--- config.mk ---
export PLATFORM = sky130hd
export DESIGN_NAME = aes_selftest_seq_flat
export DESIGN_NICKNAME = d
export VERILOG_FILES = /design/src/rtl/aes_selftest_seq_pkg.sv /design/src/rtl/aes_selftest_seq_if.sv /design/src/rtl/aes_selftest_seq_watchdog.sv /design/src/rtl/aes_selftest_seq.sv /design/src/flat_wrapper.sv
export SDC_FILE = /design/constraint.sdc
export NUM_CORES = 1
export LEC_CHECK = 0
export CAP_MARGIN = 20
export CORE_AREA = 5 5 260 262
export DETAILED_ROUTE_END_ITERATION = 7
export DIE_AREA = 0 0 265 267
export DONT_BUFFER_PORTS = 1
export PLACE_DENSITY = 0.43
export SLEW_MARGIN = 20
export SYNTH_ARGS = -nofsm -noshare
export SYNTH_HDL_FRONTEND = slang
export SYNTH_SLANG_ARGS = --single-unit
--- constraint.sdc ---
create_clock -name i_clk -period 3.8 [get_ports i_clk]
set_clock_uncertainty 0.2 [all_clocks]
set_input_delay 0.76 -clock i_clk [delete_from_list [all_inputs] [get_ports i_clk]]
set_output_delay 0.76 -clock i_clk [all_outputs]
set_load 0.01 [all_outputs]
--- src/rtl/aes_selftest_seq_pkg.sv ---
// aes_seq_pkg: shared constants, state encoding and the Nr lookup for the AES self-test sequencer.
// No ports. Holds the key-size mode encodings, the round counts, the FSM state enum and nr_of().
package aes_seq_pkg;
  localparam logic [1:0] MODE_128 = 2'd0;
  localparam logic [1:0] MODE_192 = 2'd1;
  localparam logic [1:0] MODE_256 = 2'd2;
  localparam logic [1:0] MODE_RSV = 2'd3;
  localparam int WD_W = 8;
  localparam logic [WD_W-1:0] NR_128 = 8'd10;
  localparam logic [WD_W-1:0] NR_192 = 8'd12;
  localparam logic [WD_W-1:0] NR_256 = 8'd14;
  typedef enum logic [2:0] {
    S_IDLE,
    S_ENC_REQ,
    S_ENC_WAIT,
    S_DEC_REQ,
    S_DEC_WAIT,
    S_CHECK,
    S_FIN
  } state_t;
  function automatic logic [WD_W-1:0] nr_of(input logic [1:0] m);
    return (m == MODE_256) ? NR_256 : (m == MODE_192) ? NR_192 : NR_128;
  endfunction
endpackage

--- src/rtl/aes_selftest_seq_if.sv ---
// aes_selftest_seq_if: handshake bundle between the sequencer and the encrypt/decrypt cores.
// Signals: enc_start/enc_in -> encrypt core, enc_done/enc_out <- encrypt core;
//          dec_start/dec_in -> decrypt core, dec_done/dec_out <- decrypt core.
// Modports: master (sequencer side), slave (core side).
interface aes_selftest_seq_if;
  logic         enc_start;
  logic [127:0] enc_in;
  logic         enc_done;
  logic [127:0] enc_out;
  logic         dec_start;
  logic [127:0] dec_in;
  logic         dec_done;
  logic [127:0] dec_out;
  modport master (
    output enc_start, enc_in, dec_start, dec_in,
    input  enc_done, enc_out, dec_done, dec_out
  );
  modport slave (
    input  enc_start, enc_in, dec_start, dec_in,
    output enc_done, enc_out, dec_done, dec_out
  );
endinterface

--- src/rtl/aes_selftest_seq_watchdog.sv ---
// aes_seq_watchdog: loadable down-counter with an expiry flag, shared by the encrypt and decrypt waits.
// Ports: i_clk, i_rst_n (sync, active-low); i_load/i_load_val reload the count;
//        i_en counts down; o_expire is high in the enabled cycle whose edge takes the count to zero.
module aes_seq_watchdog
  import aes_seq_pkg::*;
(
  input  logic            i_clk,
  input  logic            i_rst_n,
  input  logic            i_load,
  input  logic            i_en,
  input  logic [WD_W-1:0] i_load_val,
  output logic            o_expire
);
  logic [WD_W-1:0] r_cnt;
  always_ff @(posedge i_clk) begin
    if (!i_rst_n) r_cnt <= '0;
    else if (i_load) r_cnt <= i_load_val;
    else if (i_en && r_cnt != '0) r_cnt <= r_cnt - 1'b1;
  end
  assign o_expire = i_en && (r_cnt == WD_W'(1));
endmodule

--- src/rtl/aes_selftest_seq.sv ---
// aes_selftest_seq: AES encrypt/decrypt round-trip self-test sequencer over NUM_VEC vectors.
// Ports: i_clk, i_rst_n (sync, active-low); i_start/i_mode run request and key size;
//        i_vec_pt plaintext ROM data for o_vec_idx (plus i_vec_ct expected ciphertext when
//        KAT_CHECK_EN is defined); core = encrypt/decrypt handshake (master side);
//        o_key_mode latched key size; o_busy/o_done run status; o_pass/o_timeout sticky result;
//        o_fail_cnt saturating mismatch count; o_disp_byte low byte of the latest stage data.
// Build option: define KAT_CHECK_EN to add i_vec_ct and a known-answer ciphertext check.
module aes_selftest_seq
  import aes_seq_pkg::*;
#(
  parameter int NUM_VEC   = 4,
  parameter int SLACK_CYC = 4,
  parameter int IDX_W     = 8
) (
  input  logic             i_clk,
  input  logic             i_rst_n,
  input  logic             i_start,
  input  logic [1:0]       i_mode,
  input  logic [127:0]     i_vec_pt,
`ifdef KAT_CHECK_EN
  input  logic [127:0]     i_vec_ct,
`endif
  output logic [IDX_W-1:0] o_vec_idx,
  output logic [1:0]       o_key_mode,
  aes_selftest_seq_if.master core,
  output logic             o_busy,
  output logic             o_done,
  output logic             o_pass,
  output logic             o_timeout,
  output logic [IDX_W-1:0] o_fail_cnt,
  output logic [7:0]       o_disp_byte
);
  state_t           r_state, w_next;
  logic [IDX_W-1:0] r_vec_idx, r_fail_cnt;
  logic [1:0]       r_key_mode;
  logic [127:0]     r_enc_in, r_ct, r_pt;
  logic [7:0]       r_disp;
  logic             r_pass, r_timeout, r_rsv_done, r_bad;
  logic             w_expire, w_last, w_pass, w_fail;
  assign w_last = r_vec_idx == IDX_W'(NUM_VEC - 1);
  assign w_pass = (r_fail_cnt == '0) && !r_timeout;
  // r_bad carries a ciphertext mismatch into CHECK so a vector is counted at most once
  assign w_fail = r_bad || (r_pt != i_vec_pt);
  aes_seq_watchdog u_wd (
    .i_clk     (i_clk),
    .i_rst_n   (i_rst_n),
    .i_load    (r_state == S_ENC_REQ || r_state == S_DEC_REQ),
    .i_en      (r_state == S_ENC_WAIT || r_state == S_DEC_WAIT),
    .i_load_val(nr_of(r_key_mode) + WD_W'(SLACK_CYC)),
    .o_expire  (w_expire)
  );
  always_ff @(posedge i_clk) begin
    if (!i_rst_n) r_state <= S_IDLE;
    else r_state <= w_next;
  end
  // A done arriving together with watchdog expiry is taken as done
  always_comb begin
    w_next = r_state;
    case (r_state)
      S_IDLE:     w_next = (i_start && i_mode != MODE_RSV) ? S_ENC_REQ : S_IDLE;
      S_ENC_REQ:  w_next = S_ENC_WAIT;
      S_ENC_WAIT: w_next = core.enc_done ? S_DEC_REQ : w_expire ? S_FIN : S_ENC_WAIT;
      S_DEC_REQ:  w_next = S_DEC_WAIT;
      S_DEC_WAIT: w_next = core.dec_done ? S_CHECK : w_expire ? S_FIN : S_DEC_WAIT;
      S_CHECK:    w_next = w_last ? S_FIN : S_ENC_REQ;
      S_FIN:      w_next = S_IDLE;
      default:    w_next = S_IDLE;
    endcase
    core.enc_start = r_state == S_ENC_REQ;
    core.enc_in    = (r_state == S_ENC_REQ) ? i_vec_pt : r_enc_in;
    core.dec_start = r_state == S_DEC_REQ;
    core.dec_in    = r_ct;
    o_busy         = r_state != S_IDLE;
    o_done         = (r_state == S_FIN) || r_rsv_done;
    o_pass         = (r_state == S_FIN) ? w_pass : r_pass;
  end
  always_ff @(posedge i_clk) begin
    if (!i_rst_n) begin
      r_vec_idx  <= '0;
      r_fail_cnt <= '0;
      r_key_mode <= MODE_128;
      r_enc_in   <= '0;
      r_ct       <= '0;
      r_pt       <= '0;
      r_disp     <= '0;
      r_pass     <= 1'b0;
      r_timeout  <= 1'b0;
      r_rsv_done <= 1'b0;
      r_bad      <= 1'b0;
    end else begin
      r_rsv_done <= (r_state == S_IDLE) && i_start && (i_mode == MODE_RSV);
      case (r_state)
        S_IDLE: if (i_start) begin
          r_pass    <= 1'b0;
          r_timeout <= 1'b0;
          if (i_mode != MODE_RSV) begin
            r_key_mode <= i_mode;
            r_vec_idx  <= '0;
            r_fail_cnt <= '0;
          end
        end
        S_ENC_REQ: begin
          r_enc_in <= i_vec_pt;
          r_disp   <= i_vec_pt[7:0];
          r_bad    <= 1'b0;
        end
        S_ENC_WAIT: if (core.enc_done) begin
          r_ct   <= core.enc_out;
          r_disp <= core.enc_out[7:0];
`ifdef KAT_CHECK_EN
          r_bad  <= core.enc_out != i_vec_ct;
`endif
        end else if (w_expire) r_timeout <= 1'b1;
        S_DEC_WAIT: if (core.dec_done) begin
          r_pt   <= core.dec_out;
          r_disp <= core.dec_out[7:0];
        end else if (w_expire) r_timeout <= 1'b1;
        S_CHECK: begin
          if (w_fail && !(&r_fail_cnt)) r_fail_cnt <= r_fail_cnt + 1'b1;
          if (!w_last) r_vec_idx <= r_vec_idx + 1'b1;
        end
        S_FIN: r_pass <= w_pass;
        default: ;
      endcase
    end
  end
  assign o_vec_idx   = r_vec_idx;
  assign o_key_mode  = r_key_mode;
  assign o_timeout   = r_timeout;
  assign o_fail_cnt  = r_fail_cnt;
  assign o_disp_byte = r_disp;
endmodule

--- src/flat_wrapper.sv ---
// flat-port wrapper written by rule: the top's interface ports become plain ports
module aes_selftest_seq_flat import aes_seq_pkg::*;
#(
  parameter int NUM_VEC   = 4,
  parameter int SLACK_CYC = 4,
  parameter int IDX_W     = 8
)
  (i_clk, i_rst_n, i_start, i_mode, i_vec_pt, o_vec_idx, o_key_mode, o_busy, o_done, o_pass, o_timeout, o_fail_cnt, o_disp_byte, core_enc_start, core_enc_in, core_dec_start, core_dec_in, core_enc_done, core_enc_out, core_dec_done, core_dec_out);
  aes_selftest_seq_if core_i ();
  input  logic i_clk;
  input  logic i_rst_n;
  input  logic i_start;
  input  logic [1:0] i_mode;
  input  logic [127:0] i_vec_pt;
  output logic [IDX_W-1:0] o_vec_idx;
  output logic [1:0] o_key_mode;
  output logic o_busy;
  output logic o_done;
  output logic o_pass;
  output logic o_timeout;
  output logic [IDX_W-1:0] o_fail_cnt;
  output logic [7:0] o_disp_byte;
  output wire logic [$bits(core_i.enc_start)-1:0] core_enc_start;
  output wire logic [$bits(core_i.enc_in)-1:0] core_enc_in;
  output wire logic [$bits(core_i.dec_start)-1:0] core_dec_start;
  output wire logic [$bits(core_i.dec_in)-1:0] core_dec_in;
  input wire logic [$bits(core_i.enc_done)-1:0] core_enc_done;
  input wire logic [$bits(core_i.enc_out)-1:0] core_enc_out;
  input wire logic [$bits(core_i.dec_done)-1:0] core_dec_done;
  input wire logic [$bits(core_i.dec_out)-1:0] core_dec_out;
  assign core_enc_start = core_i.enc_start;
  assign core_enc_in = core_i.enc_in;
  assign core_dec_start = core_i.dec_start;
  assign core_dec_in = core_i.dec_in;
  assign core_i.enc_done = core_enc_done;
  assign core_i.enc_out = core_enc_out;
  assign core_i.dec_done = core_dec_done;
  assign core_i.dec_out = core_dec_out;
  aes_selftest_seq #(.NUM_VEC(NUM_VEC), .SLACK_CYC(SLACK_CYC), .IDX_W(IDX_W)) u_core (.i_clk(i_clk), .i_rst_n(i_rst_n), .i_start(i_start), .i_mode(i_mode), .i_vec_pt(i_vec_pt), .o_vec_idx(o_vec_idx), .o_key_mode(o_key_mode), .core(core_i), .o_busy(o_busy), .o_done(o_done), .o_pass(o_pass), .o_timeout(o_timeout), .o_fail_cnt(o_fail_cnt), .o_disp_byte(o_disp_byte));
endmodule
==> results.toml, run 1 <==
[finish]
insertedDiodeCount = 0
area_growth_pct = 15.0
multi_input_area_sq_mm = 0.00820
layout_commonest_cell = "nand2_1"
final_nets = 2319
layout_common_cells = "nand2_1, dfxtp_1, a21oi_1"
drive_above_1_share_pct = 10.4
n_fill_cell = 6909
ff_latch_area_sq_mm = 0.00849

[timing]
finalSetupViolCount = 0
maxSlewHeadroom_pct = 42.6
tightest_slew_ps = 853
final-hold-violation-count = 0
rsz0062_at_grt = "no"
clock.fmax_mhz = 284
final.min_clock_period_ps = 3520
min_period_over_period_pct = 92.6
drv_slew = 0
hold_slack_ps = 101

[synthesis]
ys_warn_count = 0
avgSynthCellArea_sq_um = 8.70
synth_ff_type = "dfxtp_1"
ys_types = 51
synth_top_area_cell = "dfxtp_1"
synth_edf_count = 0
ys_seq_area_share_pct = 49.4
ys_ff_latch = 424
syn_area_sq_mm = 0.0172
yosys-top-cells-area = "dfxtp_1, nand2_1, a21oi_1, xnor2_1, mux2_2"
async_reset_ff_share_pct = 0
synth_top_area_share_pct = 49.4
syn_nets = 2373
synthCells = 1975

[clock_network]
cts_tree = "built"
cts_htree_levels = 2
worstSkewPairLatency_ps = 590
root_buffer = "clkbuf_16"
cts_resized = 0
post_cts_buffers = 0
clk_pin_slew_ps = 60
cts_made_buffers = 49
holdBufCountCts = 0
cts_sinks = 424
cts.path.max_buffers = 3

[die]
start_util_pct = 26.4
dieArea_sq_mm = 0.0708
core_area_sq_mm = 0.0652
die_h_um = 267
die_width_um = 265
ios = 679
rows = 94

[pwr]
totalPowerFinal_w = 0.0108
seqPwrFrac_pct = 44.1
comb_power_share_pct = 10.9
internal_power_w = 0.00800
clkPwrFrac_pct = 45.0
p_switching_w = 0.00282
power_leakage_nw = 6.68
p_per_area_mw_per_mm2 = 547
p_sw_share_pct = 26.1
peakVddDrop_mv = 0.401

[run_status]
status = "finished, final reports clean"

[route]
vias_per_cell = 4.83
wl_mm = 71.3
vias = 13600
first_pass_iters = 7
final_antenna_net_count = 0
drt_iter0_markers = 764
routedWlPerCell_um = 25.3
route.detailed.drc = 0

[grt]
use_met3_pct = 6.82
grt_usage_pct = 19.0
grt_antenna_before_repair = 2
busiest_layer = "met2"
grt_pass1_wl_mm = 100
grt_util_met2_pct = 34.3
overflow = 0
grt_max_degree = 138
grt_pass1_vias = 13300
use_met1_pct = 21.9

[hold_path]
hold_path_class = "input port to register"

[critical_path]
crit_path_end_kind = "output pin"
cp_common_cell = "buf_12"
start_kind = "register"
cp_max_fo = 27
critPathRequiredTime_ps = 2840
cpPeakStageDelay_ps = 450
cp.arrival_ps = 2560
path_cells = "nand2b_1 > nor2_4 > buf_12 > buf_12 > mux2_1"
setup.worst_path.class = "register to output pin"
critical-path-slowest-cell = "mux2_1"

[placement]
gp_congestion = 0.863
io_buffer_count = 0
dp_hpwl_mm = 55.4

[flow_run]
drv_cap = 0
==> power by group through the flow <==
| stage | sequential [W] | combinational [W] | clock (W) |
|---|---|---|---|
| final | 0.00477 | 0.00117 | 0.00487 |
| after global routing | 0.00479 | 0.00128 | 0.00521 |
| after floorplan | 0.00482 | 0.000890 | 0 |
| after detailed placement | 0.00487 | 0.00119 | 0 |
| after global placement | 0.00487 | 0.00118 | 0 |
| after CTS | 0.00478 | 0.00120 | 0.00502 |
==> state kept, by name (all words and copies together), names as in the netlist <==
name and cells:
u_core.o_vec_idx 8, u_core.r_pass 1, u_core.r_enc_in 128, u_core.r_state 3
u_core.r_pt 128, u_core.r_rsv_done 1, u_core.core.dec_in 128, u_core.o_fail_cnt 8
u_core.o_disp_byte 8, u_core.o_key_mode 2, u_core.o_timeout 1, u_core.u_wd.r_cnt 8
==> synth_stat cells (all sizes together), types with 2 or more instances <==
cell	number
a211o	8
a21oi	277
a221oi	2
a22o	4
a31oi	3
a32oi	2
and2	130
and3	5
buf	19
clkbuf	107
dfxtp	424
ha	7
inv	12
mux2	128
mux2i	3
nand2	545
nand2b	3
nand3	18
nand4	35
nor2	43
nor3	7
nor4	11
o21ai	2
o22a	9
o22ai	17
or3	2
or4	3
xnor2	133
xor2	5
==> routing by layer <==
metal,share of wire [%],up-vias
met3,8.8,65
met4,1.6,0
met2,51,531
met1,39,6595
met5,0,-
li1,-,6445
==> path summary, 6_finish.rpt <==
kind	from	to	slack, ps	cells past startpoint
setup / recovery	u_core.r_state[2]	core_enc_in[106]	280	5
hold / removal	core_dec_out[86]	u_core.r_pt[86]	100	2
setup reg to reg	u_core.r_pt[41]	u_core.o_fail_cnt[3]	680	7
hold reg to reg	u_core.r_pt[39]	u_core.r_pt[39]	270	2
==> kinds of logic after synthesis <==
kind of cell               share of synthesized area, %
buffers and inverters                              3.17
xor gates and xnor gates                           7.03
AOI/OAI and AO/OA                                  10.6
and+or+nand+nor                                    20.8
muxes                                              8.56
DFF                                                49.4
adders and majority gates                         0.510
==> worst max-delay path, delay by kind of cell (launching register included) <==
| kind | cells | cell delay [ps] |
|---|---|---|
| and+or+nand+nor | 2 | 740 |
| DFF | 1 | 300 |
| buffers and inverters | 2 | 460 |
| muxes | 1 | 450 |
==> metrics by stage <==
| stage | setup slack [ps] | instance area, sq um | utilization (%) | instances | setup TNS (ps) |
|---|---|---|---|---|---|
| 6_report | 282 | 19800 | 30.3 | 2822 | 0 |
| 5_1_grt | 158 | 19800 | 30.3 | 2822 | 0 |
| 4_1_cts | 201 | 19800 | 30.3 | 2822 | 0 |
| 3_5_place_dp | -15.9 | 18100 | 27.8 | 2734 | -15.9 |
| 3_3_place_gp | -317 | 18100 | 27.8 | 2734 | -2100 |
| 2_1_floorplan | 1110 | 17200 | - | 1975 | 0 |
==> area by class of cell <==
class | count | share of cell area (%)
clock buffers | 72 | 7.30
clock inverters | 16 | 1.14
inverters | 12 | 0.266
multi-input cells | 1413 | 41.5
flip-flops and latches | 424 | 42.9
well taps | 864 | 5.47
repair buffers | 21 | 1.43
Note: power is estimated with default switching activity, not from simulation.
==> run 2: changes to the inputs <==
Clock period 3.8 ns to 4.55 ns, I/O delays scaled along.
==> run 2 against run 1 <==
Effect of this change:
- non-clock buffer count is 2 lower
- design area is 0.53% lower
- sequential power is 16% lower
- core utilization is 0.16 points lower
- largest cell class unchanged
- via count is 0.31% lower
- critical path type unchanged
- critical endpoint is now core_enc_in[105]
- total power is 18% lower
- combinational power is 19% lower
- cell count is 0.18% higher
- die area stayed put
==> results.toml, run 2 (same netlist as run 1, synthesis figures left out) <==
[run_status]
status = "finished, final reports clean"

[timing]
final.min_clock_period_ps = 4010
tightest_slew_ps = 914
drv_slew = 0
setup-tns-final_ps = 0
clock.fmax_mhz = 250
rsz0062_at_grt = "no"
final-hold-violation-count = 0
hold_slack_ps = 245
maxSlewHeadroom_pct = 39.1
finalSetupViolCount = 0
min_period_over_period_pct = 88.0

[grt]
grt_antenna_before_repair = 8
overflow = 0
grt_usage_pct = 18.7
use_met1_pct = 21.5
grt_pass1_vias = 13100
grt_util_met2_pct = 32.4
busiest_layer = "met2"
grt_pass1_wl_mm = 98.3
use_met3_pct = 7.13
grt_max_degree = 138

[critical_path]
cp_max_fo = 26
setup.worst_path.class = "register to output pin"
start_kind = "register"
critPathRequiredTime_ps = 3440
cp.arrival_ps = 2900
crit_path_end_kind = "output pin"

[finish]
drive_above_1_share_pct = 10.2
final_nets = 2318
finalInstanceArea_sq_mm = 0.0197
n_fill_cell = 6968
area_growth_pct = 14.4
ff_latch_area_sq_mm = 0.00849
layout_commonest_cell = "nand2_1"
layout_common_cells = "nand2_1, dfxtp_1, a21oi_1"
final_core_util_pct = 30.2
multi_input_area_sq_mm = 0.00819

[clock_network]
cts_made_buffers = 50
cts_resized = 0
cts_tree = "built"
clk_pin_slew_ps = 60
cts_sinks = 424
cts.path.max_buffers = 3
cts_htree_levels = 2
post_cts_buffers = 0
worstSkewPairLatency_ps = 600
holdBufCountCts = 0
root_buffer = "clkbuf_16"

[route]
route.detailed.drc = 0
routedWlPerCell_um = 25.0
vias_per_cell = 4.81
final_antenna_net_count = 0
vias = 13600
drt_iter0_markers = 858
wl_mm = 70.6
first_pass_iters = 5

[flow_run]
drv_cap = 0

[pwr]
p_per_area_mw_per_mm2 = 452
peakVddDrop_mv = 0.274
power_leakage_nw = 6.63

[die]
start_util_pct = 26.4
rows = 94
die_width_um = 265
ios = 679
dieArea_sq_mm = 0.0708
die_h_um = 267
core_area_sq_mm = 0.0652

[placement]
gp_congestion = 0.851
placed_area_sq_mm = 0.0180
dp_hpwl_mm = 54.7
io_buffer_count = 0

[hold_path]
hold_path_class = "input port to register"
-- run 2: cell types whose count changed in the layout (fill, tap and decap cells not counted), sizes merged --
cell	delta
clkbuf	+5
diode	+6
inv	-3
clkinv	+3
clkinvlp	-1
buf	-2
bufinv	-3
-- run 2: layer usage --
metal	up-vias	part of all wire (%)
met4	4	2.6
li1	6446	-
met2	583	50
met5	-	0.030
met3	92	9.7
met1	6469	38
-- run 2: worst paths after layout --
kind	cells after the start	slack, ps	start	to
worst max register to register	7	1330	u_core.r_pt[113]	u_core.o_fail_cnt[3]
worst max-delay path	4	540	u_core.r_state[0]	core_enc_in[105]
worst min-delay path	2	240	core_enc_out[112]	u_core.core.dec_in[112]
worst min register to register	2	270	u_core.r_pt[76]	u_core.r_pt[76]
-- run 2: power by group --
part           leakage [nW]  internal, W  switching (W)  total, W
Sequential             3.43      0.00387       0.000116   0.00399
Clock                 0.798      0.00233        0.00163   0.00396
Combinational          2.40     0.000365       0.000581  0.000946
-- run 2: area by class of cell --
| type | instances | area share, % |
|---|---|---|
| Sequential cell | 424 | 43.2 |
| Multi-Input combinational cell | 1413 | 41.7 |
| Clock buffer | 77 | 7.65 |
| Tap cell | 864 | 5.50 |
| Timing Repair Buffer | 19 | 1.11 |
| Clock inverter | 12 | 0.592 |
| Inverter | 12 | 0.267 |
| Antenna cell | 6 | 0.0763 |
-- run 2: worst max-delay path: stages (launching register included) --
cell and delay, ps:
dfxtp_1 590, nand2b_1 300, nor2_4 470, buf_4 440, mux2_1 480
-- run 2: through the flow --
step	total power [W]	std cells	setup WS [ps]
floorplan	0.00477	1975	1710
global placement	0.00502	2732	661
detailed placement	0.00503	2732	598
CTS	0.00904	2821	468
global route	0.00929	2827	324
finish	0.00889	2827	545
==> run 3: changes to the inputs <==
Settings changed: CORE_AREA 5 5 260 262 to 5 5 262 264, DIE_AREA 0 0 265 267 to 0 0 267 269, PLACE_DENSITY 0.43 to 0.42.
==> run 3 against run 2 <==
Effect of this change:
- core utilization is 0.48 points lower
- total power is 1.3% higher
- non-clock buffer count is 5 lower
- first-iteration DRC count is 16% lower
- sequential power hardly changed
- register-to-register slack worse by 110 ps
- worst hold slack better by 4.2 ps
- clock-buffer cell count is 7 lower
- critical path type unchanged
==> results.toml, run 3 (same netlist as run 1, synthesis figures left out) <==
[run_status]
status = "finished, final reports clean"

[timing]
finalSetupViolCount = 0
setup-tns-final_ps = 0
drv_slew = 0
min_period_over_period_pct = 88.3
final-hold-violation-count = 0
final.min_clock_period_ps = 4020
maxSlewHeadroom_pct = 37.4
tightest_slew_ps = 939
rsz0062_at_grt = "no"
clock.fmax_mhz = 249

[hold_path]
min_from = "core_enc_out[100]"
min_to = "u_core.core.dec_in[100]"
hold_path_class = "input port to register"
hold_depth = 2

[clock_network]
cts_tree = "built"
cts.path.max_buffers = 3
cts_sinks = 424
cts_made_buffers = 50
holdBufCountCts = 0
cts_htree_levels = 2
clk_pin_slew_ps = 60
post_cts_buffers = 0
root_buffer = "clkbuf_16"
cts_resized = 0
worstSkewPairLatency_ps = 590

[die]
die_width_um = 267
core_area_sq_mm = 0.0663
die_h_um = 269
ios = 679
start_util_pct = 25.9
rows = 95
dieArea_sq_mm = 0.0718

[placement]
placed_area_sq_mm = 0.0180
gp_congestion = 0.856
dp_cells = 2736
dp_hpwl_mm = 54.7
io_buffer_count = 0

[pwr]
p_per_area_mw_per_mm2 = 457
power_leakage_nw = 6.63
peakVddDrop_mv = 0.230
totalPowerFinal_w = 0.00901

[finish]
finalInstanceArea_sq_mm = 0.0197
drive_above_1_share_pct = 10.3
final_nets = 2313
layout_common_cells = "nand2_1, dfxtp_1, a21oi_1"
layout_commonest_cell = "nand2_1"
stdcell_count = 2832
area_growth_pct = 14.6

[grt]
overflow = 0
grt_usage_pct = 18.4
use_met3_pct = 7.56
use_met1_pct = 20.5
grt_max_degree = 138
grt_pass1_vias = 13200
grt_util_met2_pct = 31.7
busiest_layer = "met2"
grt_antenna_before_repair = 7
grt_pass1_wl_mm = 97.6

[route]
wl_mm = 70.9
vias_per_cell = 4.78
final_antenna_net_count = 0
drt_iter0_markers = 720
route.detailed.drc = 0
vias = 13500
first_pass_iters = 5
routedWlPerCell_um = 25.0

[critical_path]
cpPeakStageDelay_ps = 610
path_cells = "nand2b_1 > nor2_4 > buf_12 > mux2_2"
cp_max_fo = 63
setup.worst_path.class = "register to output pin"
critical-path-slowest-cell = "dfxtp_1"
r2r_slack_ps = 1220
regToRegStartpoint = "u_core.r_pt[113]"
crit_path_end_kind = "output pin"
cp.arrival_ps = 2910
r2r-end = "u_core.o_fail_cnt[3]"
reg2reg_depth = 7
start_kind = "register"
critPathRequiredTime_ps = 3440

[flow_run]
drv_cap = 0
## run 3: worst max-delay path by stage
stage	from	endpoint	slack, ps	cells past startpoint
2_1_floorplan	u_core.r_state[0]	core_enc_in[118]	1710	6
3_3_place_gp	i_vec_pt[113]	u_core.o_fail_cnt[3]	600	7
3_5_place_dp	i_vec_pt[113]	u_core.o_fail_cnt[3]	550	7
4_1_cts	u_core.r_state[0]	core_enc_in[77]	470	4
5_1_grt	u_core.r_state[0]	core_enc_in[77]	350	4
6_report	u_core.r_state[0]	core_enc_in[77]	530	4
## run 3: critical path, delay by kind of cell, from the launching register on
family	cells	cell delay (ps)
simple gates	2	810
buf+inv	1	370
flops	1	610
mux	1	440
## run 3: routing by layer
metal	wire [um]	up-vias
met5	13	-
met4	2560	2
met3	7270	106
met2	35000	541
met1	26000	6462
li1	-	6423
## run 3: cell type report
type / instances / area [sq um]
diodes: 5 / 12.5
clock buffers: 70 / 1440
clock inverters: 21 / 244
fillers: 7091 / 46600
inverters: 12 / 52.6
multi-input cells: 1413 / 8190
flip-flops and latches: 424 / 8490
well taps: 873 / 1090
repair buffers: 14 / 180
## run 3: through the flow
step / util [%] / worst slack [ps] / hold slack, ps
2_1_floorplan: - / 1710 / 248
3_3_place_gp: 27.1 / 601 / 255
3_5_place_dp: 27.1 / 553 / 259
4_1_cts: 29.7 / 465 / 196
5_1_grt: 29.7 / 347 / 214
6_report: 29.7 / 531 / 249
## run 3: where the power goes
part / switching [W] / total (W) / internal (W)
Clock: 0.00165 / 0.00409 / 0.00244
Combinational: 0.000570 / 0.000929 / 0.000359
Sequential: 0.000119 / 0.00399 / 0.00387
Total: 0.00234 / 0.00901 / 0.00667
